[src/rtl/control_calculadora.sv]
// Keypad calculator sequencer: two decimal operands, +/-, double-dabble BCD conversion.
// Optional macro CALC_BORRAR_EN enables '#' as backspace while entering an operand.
module control_calculadora #(
    parameter int MAX_DIGITOS = 3
) (
    input  logic        clk,
    input  logic        rst,
    input  logic [3:0]  tecla,
    input  logic        tecla_valida,
    output logic [15:0] display_bcd,
    output logic        signo,
    output logic        ocupado,
    output logic [1:0]  estado,
    output logic        tecla_perdida
);

    typedef enum logic [1:0] {
        OP_A      = 2'b00,
        OP_B      = 2'b01,
        CONV      = 2'b10,
        RESULTADO = 2'b11
    } estado_t;

    typedef enum logic {
        SUMA,
        RESTA
    } operador_t;

    typedef struct packed {
        logic [9:0]  bin;
        logic [11:0] bcd;
        logic [1:0]  cnt;
    } operando_t;

    localparam operando_t  OPERANDO_CERO = '0;
    localparam logic [1:0] MAX_CNT       = 2'(MAX_DIGITOS);
    localparam logic [3:0] K_MAS         = 4'hA;
    localparam logic [3:0] K_MENOS       = 4'hB;
    localparam logic [3:0] K_BORRA       = 4'hC;
    localparam logic [3:0] K_IGUAL       = 4'hD;
    localparam logic [3:0] K_TODO        = 4'hE;
`ifdef CALC_BORRAR_EN
    localparam logic [3:0] K_ATRAS       = 4'hF;
`endif
    localparam logic [3:0] ULTIMA_ITER   = 4'd11;

    estado_t    state;
    operador_t  op;
    operando_t  a, b;
    logic [10:0] res_mag;
    logic [26:0] dd;
    logic [3:0]  iter;

    function automatic operando_t meter_digito(operando_t o, logic [3:0] d);
        operando_t r;
        r = o;
        if (o.cnt < MAX_CNT) begin
            r.bin = o.bin * 10'd10 + {6'd0, d};
            r.bcd = {o.bcd[7:0], d};
            r.cnt = o.cnt + 2'd1;
        end
        return r;
    endfunction

`ifdef CALC_BORRAR_EN
    function automatic operando_t borrar_digito(operando_t o);
        operando_t r;
        r.bcd = {4'h0, o.bcd[11:4]};
        r.cnt = o.cnt - 2'd1;
        r.bin = {6'd0, r.bcd[11:8]} * 10'd100 + {6'd0, r.bcd[7:4]} * 10'd10 + {6'd0, r.bcd[3:0]};
        return r;
    endfunction
`endif

    // One double-dabble step: {bcd[15:0], bin[10:0]}, adjust nibbles >= 5 then shift left.
    function automatic logic [26:0] paso_dabble(logic [26:0] v);
        logic [26:0] r;
        r = v;
        for (int i = 0; i < 4; i++) begin
            if (r[11 + 4*i +: 4] >= 4'd5)
                r[11 + 4*i +: 4] = r[11 + 4*i +: 4] + 4'd3;
        end
        return {r[25:0], 1'b0};
    endfunction

    logic        es_digito, es_oper, clear_all;
    operando_t   a_dig, b_dig, primer_digito;
    operador_t   op_tecla;
    logic [10:0] mag;
    logic        negativo;
`ifdef CALC_BORRAR_EN
    operando_t   a_atras, b_atras;
`endif

    // NOTE: every signal written in always_comb gets a default first, so no path leaves one unassigned and infers a latch.
    always_comb begin
        es_digito     = (tecla <= 4'd9);
        es_oper       = (tecla == K_MAS) || (tecla == K_MENOS);
        op_tecla      = (tecla == K_MENOS) ? RESTA : SUMA;
        a_dig         = meter_digito(a, tecla);
        b_dig         = meter_digito(b, tecla);
        primer_digito = meter_digito(OPERANDO_CERO, tecla);
`ifdef CALC_BORRAR_EN
        a_atras       = borrar_digito(a);
        b_atras       = borrar_digito(b);
`endif
        negativo      = (op == RESTA) && (a.bin < b.bin);
        mag           = {1'b0, a.bin} + {1'b0, b.bin};
        if (op == RESTA)
            mag = negativo ? ({1'b0, b.bin} - {1'b0, a.bin}) : ({1'b0, a.bin} - {1'b0, b.bin});

        clear_all = 1'b0;
        case (state)
            OP_A, OP_B: clear_all = tecla_valida && (tecla == K_TODO);
            RESULTADO:  clear_all = tecla_valida && ((tecla == K_BORRA) || (tecla == K_TODO));
            CONV:       clear_all = 1'b0;
            default:    clear_all = 1'b1;
        endcase
    end

    // NOTE: state registers use non-blocking assignments so every branch reads pre-edge values.
    always_ff @(posedge clk) begin
        tecla_perdida <= 1'b0;
        if (rst || clear_all) begin
            state       <= OP_A;
            op          <= SUMA;
            a           <= OPERANDO_CERO;
            b           <= OPERANDO_CERO;
            res_mag     <= '0;
            dd          <= '0;
            iter        <= '0;
            display_bcd <= '0;
            signo       <= 1'b0;
            ocupado     <= 1'b0;
        end else begin
            case (state)
                OP_A: if (tecla_valida) begin
                    if (es_digito) begin
                        a           <= a_dig;
                        display_bcd <= {4'h0, a_dig.bcd};
                    end else if (es_oper) begin
                        op          <= op_tecla;
                        b           <= OPERANDO_CERO;
                        display_bcd <= '0;
                        state       <= OP_B;
                    end else if (tecla == K_BORRA) begin
                        a           <= OPERANDO_CERO;
                        display_bcd <= '0;
                    end
`ifdef CALC_BORRAR_EN
                    else if (tecla == K_ATRAS && a.cnt != 2'd0) begin
                        a           <= a_atras;
                        display_bcd <= {4'h0, a_atras.bcd};
                    end
`endif
                end
                OP_B: if (tecla_valida) begin
                    if (es_digito) begin
                        b           <= b_dig;
                        display_bcd <= {4'h0, b_dig.bcd};
                    end else if (es_oper) begin
                        if (b.cnt == 2'd0)
                            op <= op_tecla;
                    end else if (tecla == K_BORRA) begin
                        b           <= OPERANDO_CERO;
                        display_bcd <= '0;
                    end else if (tecla == K_IGUAL) begin
                        res_mag <= mag;
                        signo   <= negativo;
                        dd      <= {16'h0, mag};
                        iter    <= '0;
                        ocupado <= 1'b1;
                        state   <= CONV;
                    end
`ifdef CALC_BORRAR_EN
                    else if (tecla == K_ATRAS && b.cnt != 2'd0) begin
                        b           <= b_atras;
                        display_bcd <= {4'h0, b_atras.bcd};
                    end
`endif
                end
                CONV: begin
                    if (tecla_valida)
                        tecla_perdida <= 1'b1;
                    if (iter == ULTIMA_ITER) begin
                        display_bcd <= dd[26:11];
                        ocupado     <= 1'b0;
                        state       <= RESULTADO;
                    end else begin
                        dd   <= paso_dabble(dd);
                        iter <= iter + 4'd1;
                    end
                end
                RESULTADO: if (tecla_valida) begin
                    if (es_digito) begin
                        a           <= primer_digito;
                        b           <= OPERANDO_CERO;
                        op          <= SUMA;
                        res_mag     <= '0;
                        signo       <= 1'b0;
                        display_bcd <= {12'h0, tecla};
                        state       <= OP_A;
                    end else if (es_oper && !signo && res_mag <= 11'd999) begin
                        // The display still holds the result BCD here, so it seeds operand A.
                        a           <= '{bin: res_mag[9:0], bcd: display_bcd[11:0], cnt: MAX_CNT};
                        b           <= OPERANDO_CERO;
                        op          <= op_tecla;
                        display_bcd <= '0;
                        state       <= OP_B;
                    end
                end
                default: state <= OP_A;
            endcase
        end
    end

    assign estado = state;

endmodule

[config.mk]
export PLATFORM = sky130hd
export DESIGN_NAME = control_calculadora
export DESIGN_NICKNAME = d
export VERILOG_FILES = /design/src/rtl/control_calculadora.sv
export SDC_FILE = /design/constraint.sdc
export NUM_CORES = 1
export LEC_CHECK = 0
export CAP_MARGIN = 40
export CORE_UTILIZATION = 60
export CTS_CLUSTER_DIAMETER = 40
export CTS_CLUSTER_SIZE = 10
export DETAILED_ROUTE_END_ITERATION = 10
export PLACE_DENSITY_LB_ADDON = 0.12
export SLEW_MARGIN = 20
export SYNTH_ARGS = -nofsm -noshare
export SYNTH_HDL_FRONTEND = slang
export SYNTH_SLANG_ARGS = --single-unit
[constraint.sdc]
create_clock -name clk -period 6.1 [get_ports clk]
set_clock_uncertainty 0.05 [all_clocks]
set_input_delay 1.22 -clock clk [delete_from_list [all_inputs] [get_ports clk]]
set_output_delay 1.22 -clock clk [all_outputs]
set_load 0.02 [all_outputs]
After elaboration in Yosys (flattened, before gate mapping)
Index checks and enable logic that the tools add are counted.
{"block": "classes", "bitwise_logic": 1, "n_mul": 2, "eq_ne": 30, "n_lt_le_gt_ge": 9, "muxes": 101, "n_addsub": 12, "n_reduce_logical": 27}
{"operator": "two-way mux 24 bit", "count": 17}
{"operator": "two-way mux 16 bit", "count": 11}
{"operator": "two-way mux 27 bit", "count": 6}
{"operator": "two-way mux 11 bit", "count": 9}
{"operator": "one-hot mux 24 bit (3 select lines)", "count": 1}
{"operator": "one-hot mux 16 bit (4 select lines)", "count": 1}
{"operator": "one-hot mux 27 bit (2 select lines)", "count": 1}
{"operator": "one-hot mux 24 bit (2 select lines)", "count": 1}
{"operator": "two-way mux 4 bit", "count": 9}
{"operator": "!= test 2 bit (second input constant)", "count": 14}
{"operator": "two-way mux 1 bit", "count": 25}
{"operator": "equality test 4 bit (second input constant)", "count": 6}
{"operator": "two-way mux 2 bit", "count": 12}
{"operator": "one-hot mux 11 bit (2 select lines)", "count": 1}
{"operator": "subtractor 10 x 10 -> 11 bit", "count": 2}
{"operator": "!= test 3 bit (second input constant)", "count": 7}
{"operator": "AND reduction 7 bit", "count": 3}
{"operator": "adder 10 x 4 -> 10 bit", "count": 2}
{"operator": "multiplier 10 x 3 -> 9 bit (second input constant)", "count": 2}
{"operator": "AND reduction 10 bit", "count": 2}
{"operator": "greater-or-equal comparator 4 x 3 -> 1 bit (second input constant)", "count": 4}
{"operator": "adder 4 x 2 -> 4 bit (second input constant)", "count": 3}
{"operator": "AND reduction 6 bit", "count": 2}
{"operator": "adder 10 x 10 -> 11 bit", "count": 1}
{"operator": "other kinds (25)", "count": 40}
{"block": "word_totals", "register_bits": 112, "wordCells": 197, "output_inout_bits": 21, "input_bits": 7}

Depth between registers and ports, before layout
{"block": "logic_depth", "word_depth": 10, "depth_mapped": 11, "mapped_depth_nobuf": 11}

Least setup slack after synthesis
Ideal clock, no wire load.
{"block": "synth_path", "path_kind": "input port to flip-flop", "startpoint": "input tecla[2]", "endpoint": "register a[23] in the netlist's numbering", "setup_ns": 0.133, "required_time_ns": 5.917, "path_buffers": 1, "setup_slack_ns": 2.946, "cell_stages": 10, "arrival_time_ns": 2.971, "cell_sequence": "buf_4 -> inv_1 -> fa_1 -> nor2b_1 -> o21ai_0 -> nor2_1 -> nand3_1 -> xnor3_1 -> a22oi_1 -> a21oi_1"}
{"block": "synth_via", "elab_chain_cells": 6, "word_cells_on_any_way": 25, "cone_classes": "add/sub: 1; order compare: 1; eq/ne: 8; mux: 7; reduce/logical: 8"}
{"item": "from (decl)", "line": "8", "source": "input logic [3:0] tecla,"}
{"item": "parallel branches: the longest is 6 deep, another holds adder 10 x 4 -> 10 bit"}
{"item": "to (signal assigned)", "line": "139", "source": "a <= a_dig;"}
{"item": "to (signal assigned)", "line": "196", "source": "a <= primer_digito;"}
{"item": "to (signal assigned)", "line": "205", "source": "a <= '{bin: res_mag[9:0], bcd: display_bcd[11:0], cnt: MAX_CNT};"}
{"item": "to (decl)", "line": "49", "source": "operando_t a, b;"}
Parallel ways; which one is timed is not known. The select of a mux whose other input is x is not followed.
A chain may end at the register's enable or synchronous reset.

Worst setup path after layout
{"block": "layout_path", "startpoint": "input tecla[1]", "endpoint": "register display_bcd[13]"}
{"block": "layout_via", "elab_chain_cells": 6, "word_cells_on_any_way": 26, "cone_classes": "order compare: 1; eq/ne: 6; mux: 11; reduce/logical: 8"}
{"item": "equality test 4 bit (on tied branches)"}
{"item": "two-way mux 16 bit / logical OR 1 bit (equally long branches)"}
{"item": "two-way mux 16 bit (tied with other cells)"}
{"item": "two-way mux 16 bit (tied with other cells)", "line": "158", "source": "if (es_digito) begin"}
{"item": "two-way mux 16 bit (tied with other cells)", "line": "157", "source": "OP_B: if (tecla_valida) begin"}
{"item": "one-hot mux 16 bit (4 select lines) / AND reduction 6 bit (equally long branches)"}
{"item": "to (signal assigned)", "line": "140", "source": "display_bcd <= {4'h0, a_dig.bcd};"}
{"item": "to (signal assigned)", "line": "160", "source": "display_bcd <= {4'h0, b_dig.bcd};"}
{"item": "to (signal assigned)", "line": "186", "source": "display_bcd <= dd[26:11];"}
{"item": "to (decl)", "line": "10", "source": "output logic [15:0] display_bcd,"}
Several ways; a longest one is shown, not always the timed one. The select of a mux whose other input is x is not followed.

==> qor.txt <==
number of global-route vias before repair: 7131
mean post-synth cell area: 7.921 sq um
total power: 0.002715 W
Clock H-tree levels: 3
dpl ws: 1.438 ns
Max Fclk: 236.1 MHz
Iter 0 DRT Violations: 890
Seq/Total Area, Yosys: 0.2735
top-area cell type share of the netlist area: 0.2735
syn nets: 1123
first-pass GRT wire length: 37.14 mm
vias post-DR: 7749
Yosys reg bits: 112
fraction of registers with async set/reset: 0
fraction of the cycle the final worst path needs: 0.6944
cts repair resizes: 0
post-CTS setup-driven buffer insertion count: 0
Worst EP required: 6.34 ns
Clock transition at path regs: 0.07 ns
clk_lat worst skew: 0.36 ns
flop2flop setup slack: 2.90 ns
Crit Reg-Reg Startpoint: estado[1]
worst-path fanout max: 18
Pwr per Cell Area: 306.6 nW/um^2
Warnings, synthesis: 0
pins over their slew limit: 0
worst vdd ir: 0.2354 mV
I/O Buffers: 27
Vert. Die Dim: 118.9 microns
Slowest cell on crit path: clkdlybuf4s50_1
total global routing overflow: 0
Post-synth EDFFs: 0
Die Area: 14130 sq um
delay-heaviest family, CP: simple AND/OR/NAND/NOR gates
ys flop type: dfxtp_1
status: completed
hold_buf cts: 0
Netlist cell types: 83
LEAKAGE: 3.462 nW
Overall Global Routing Usage: 0.3280
post-route ant nets: 0
DRC violations left: 0
initial antenna violation count: 0
Layout area overhead: 8.013%
CTS Root Buffer Type: clkbuf_16
Synth Cell Area: 8198 sq um
post-synth top area cell: dfxtp_1
layout cells sized above 1: 0.06323
Critical Path AT: 4.48 ns
gpl congestion: 0.9476
Hold Path End: dd[6]
HPWL after detailed placement: 15.99 mm
worst hold path type: reg -> reg
WL/cell: 18.69 microns
pin count of the biggest net entering global routing: 59
final setup vio count: 0
Initial Util: 0.6166
Cells after Synth: 1035
worst path buffer plus inverter count: 1
CP max stage delay: 0.72 ns
synth top area cells: dfxtp_1, ha_1, a21oi_1, nor2_1, a22oi_1
vias per cell: 6.436
die width: 118.9 microns
Worst Tran Pin Value: 0.8781 ns
Setup crit start: tecla[1]
crit-path cells: clkdlybuf4s50_1 -> o21a_1 -> and2_1 -> o41ai_4 -> nand3_1 -> nor3_1 -> a22oi_1 -> nor2_1
unrepaired setup endpoints after global routing: no
headroom to the max-slew limit: 0.4114
number of I/O pins: 28
Reg2Reg Depth: 10
CTS tree: yes
Hold Vio Cnt, Final: 0
Sink Count: 112
R2R Path End: b[22]
drt first pass iters: 6
Final Critical Period: 4.236 ns
CTS buffer count: 9
Row Count: 42
hold path cells: 2
hold_sp: dd[6]
critical path class: in -> reg
Setup crit end kind: flip-flop
ant diodes: 0
Core Area: 13300 sq um
critical path startpoint category: primary input
max cap viols: 0
Clock Path Buffers: 2
slack of the critical path: 1.864 ns
drt total wl: 22.51 mm
Nets: 1112
setup TNS: 0 ns
## state kept, by name (all words and copies together) (netlist names)
name	cells
b	24
iter	4
estado	2
signo	1
ocupado	1
a	24
op	1
tecla_perdida	1
display_bcd	16
dd	27
res_mag	11
## Yosys cell counts, types with 3 or more instances
cell / count
a31oi_1: 7
inv_1: 55
a32oi_1: 4
nor3_1: 19
mux2i_1: 6
ha_1: 74
and2_1: 6
o311ai_0: 4
a21o_1: 11
o211ai_1: 9
o21a_1: 3
nand3_1: 43
nor4_1: 3
nor2_1: 104
o21bai_1: 4
fa_1: 7
buf_2: 23
a22o_1: 3
xor2_1: 14
a311o_1: 4
dfxtp_1: 112
xnor2_1: 29
nor2b_1: 9
a21oi_1: 107
and3_1: 5
a221o_1: 10
a221oi_1: 8
nand4_1: 8
nand3b_1: 4
a211oi_1: 19
nand2_1: 90
nor3_2: 3
buf_1: 7
a22oi_1: 45
nand2b_1: 8
o21ai_1: 4
o22ai_1: 8
mux2_2: 10
clkbuf_1: 29
o21ai_0: 57
## worst max path at each step
stage,depth (start not counted),to,slack [ns]
finish,8,display_bcd[13],1.86
global route,8,display_bcd[12],1.62
CTS,8,a[7],1.82
detailed placement,8,a[11],1.44
global placement,8,a[10],1.57
floorplan,10,a[23],2.95
## cell usage in the layout (no fill, tap or decap), drive strengths merged, types with 7 or more instances in the layout
master / netlist / routed
clkdlybuf4s50: 0 / 27
nand4: 8 / 8
a22oi: 45 / 45
ha: 74 / 74
clkbuf: 29 / 11
nand2b: 8 / 8
nand3: 43 / 43
a221oi: 9 / 9
xor2: 14 / 14
nor2b: 9 / 9
inv: 57 / 57
nand2: 92 / 92
dfxtp: 112 / 112
a211oi: 21 / 21
o211ai: 9 / 9
buf: 34 / 14
xnor2: 29 / 29
a21oi: 109 / 109
mux2: 10 / 10
a221o: 10 / 10
nor3: 23 / 23
o22ai: 9 / 9
fa: 7 / 7
a21o: 11 / 11
o21ai: 61 / 61
a31oi: 7 / 7
nor2: 106 / 106
## routing by layer
layer / wire length, microns / vias up / GRT usage
li1: - / 3717 / -
met1: 10540 / 3695 / 0.4823
met2: 10010 / 317 / 0.5037
met3: 1758 / 20 / 0.05460
met4: 199 / 0 / 0.06646
met5: 0 / - / 0
## logic make-up after synthesis
logic type	Yosys count	synth area share
buffers and inverters	122	0.06212
muxes	16	0.02106
DFF	112	0.2735
adders and majority gates	81	0.1300
and+or+nand+nor	318	0.1812
AOI/OAI and AO/OA	341	0.2807
xor gates and xnor gates	45	0.05143
## stage by stage
step | cell area (sq um) | hold slack (ns) | utilization | instances
after floorplan | 8198 | 0.3709 | - | 1035
after global placement | 8483 | 0.4088 | 0.6381 | 1184
after detailed placement | 8529 | 0.4067 | 0.6415 | 1187
after CTS | 8832 | 0.4241 | 0.6643 | 1202
after global routing | 8855 | 0.4425 | 0.6660 | 1204
final | 8855 | 0.4217 | 0.6660 | 1204
## report_power, final
group	leakage [nW]	total [W]	internal, W	switching [W]
clock	0.149	0.000631	0.000357	0.000274
combinational	2.41	0.00121	0.000453	0.000752
sequential	0.906	0.000878	0.000795	0.0000831
## tightest hold or removal path, delay by kind of cell (launching register included)
kind	cells	cell delay (ns)
flip-flops	1	0.32
AO/OA/AOI/OAI	2	0.11
## area by class of cell
cell class / instances / area (sq um)
well taps: 176 / 220.2
inverters: 59 / 221.5
multi-input cells: 801 / 5461
clock buffers: 11 / 232.7
flip-flops and latches: 112 / 2242
clock inverters: 4 / 70.07
fillers: 1178 / 4441
repair buffers: 41 / 406.6
(Power assumes the default switching activity.)
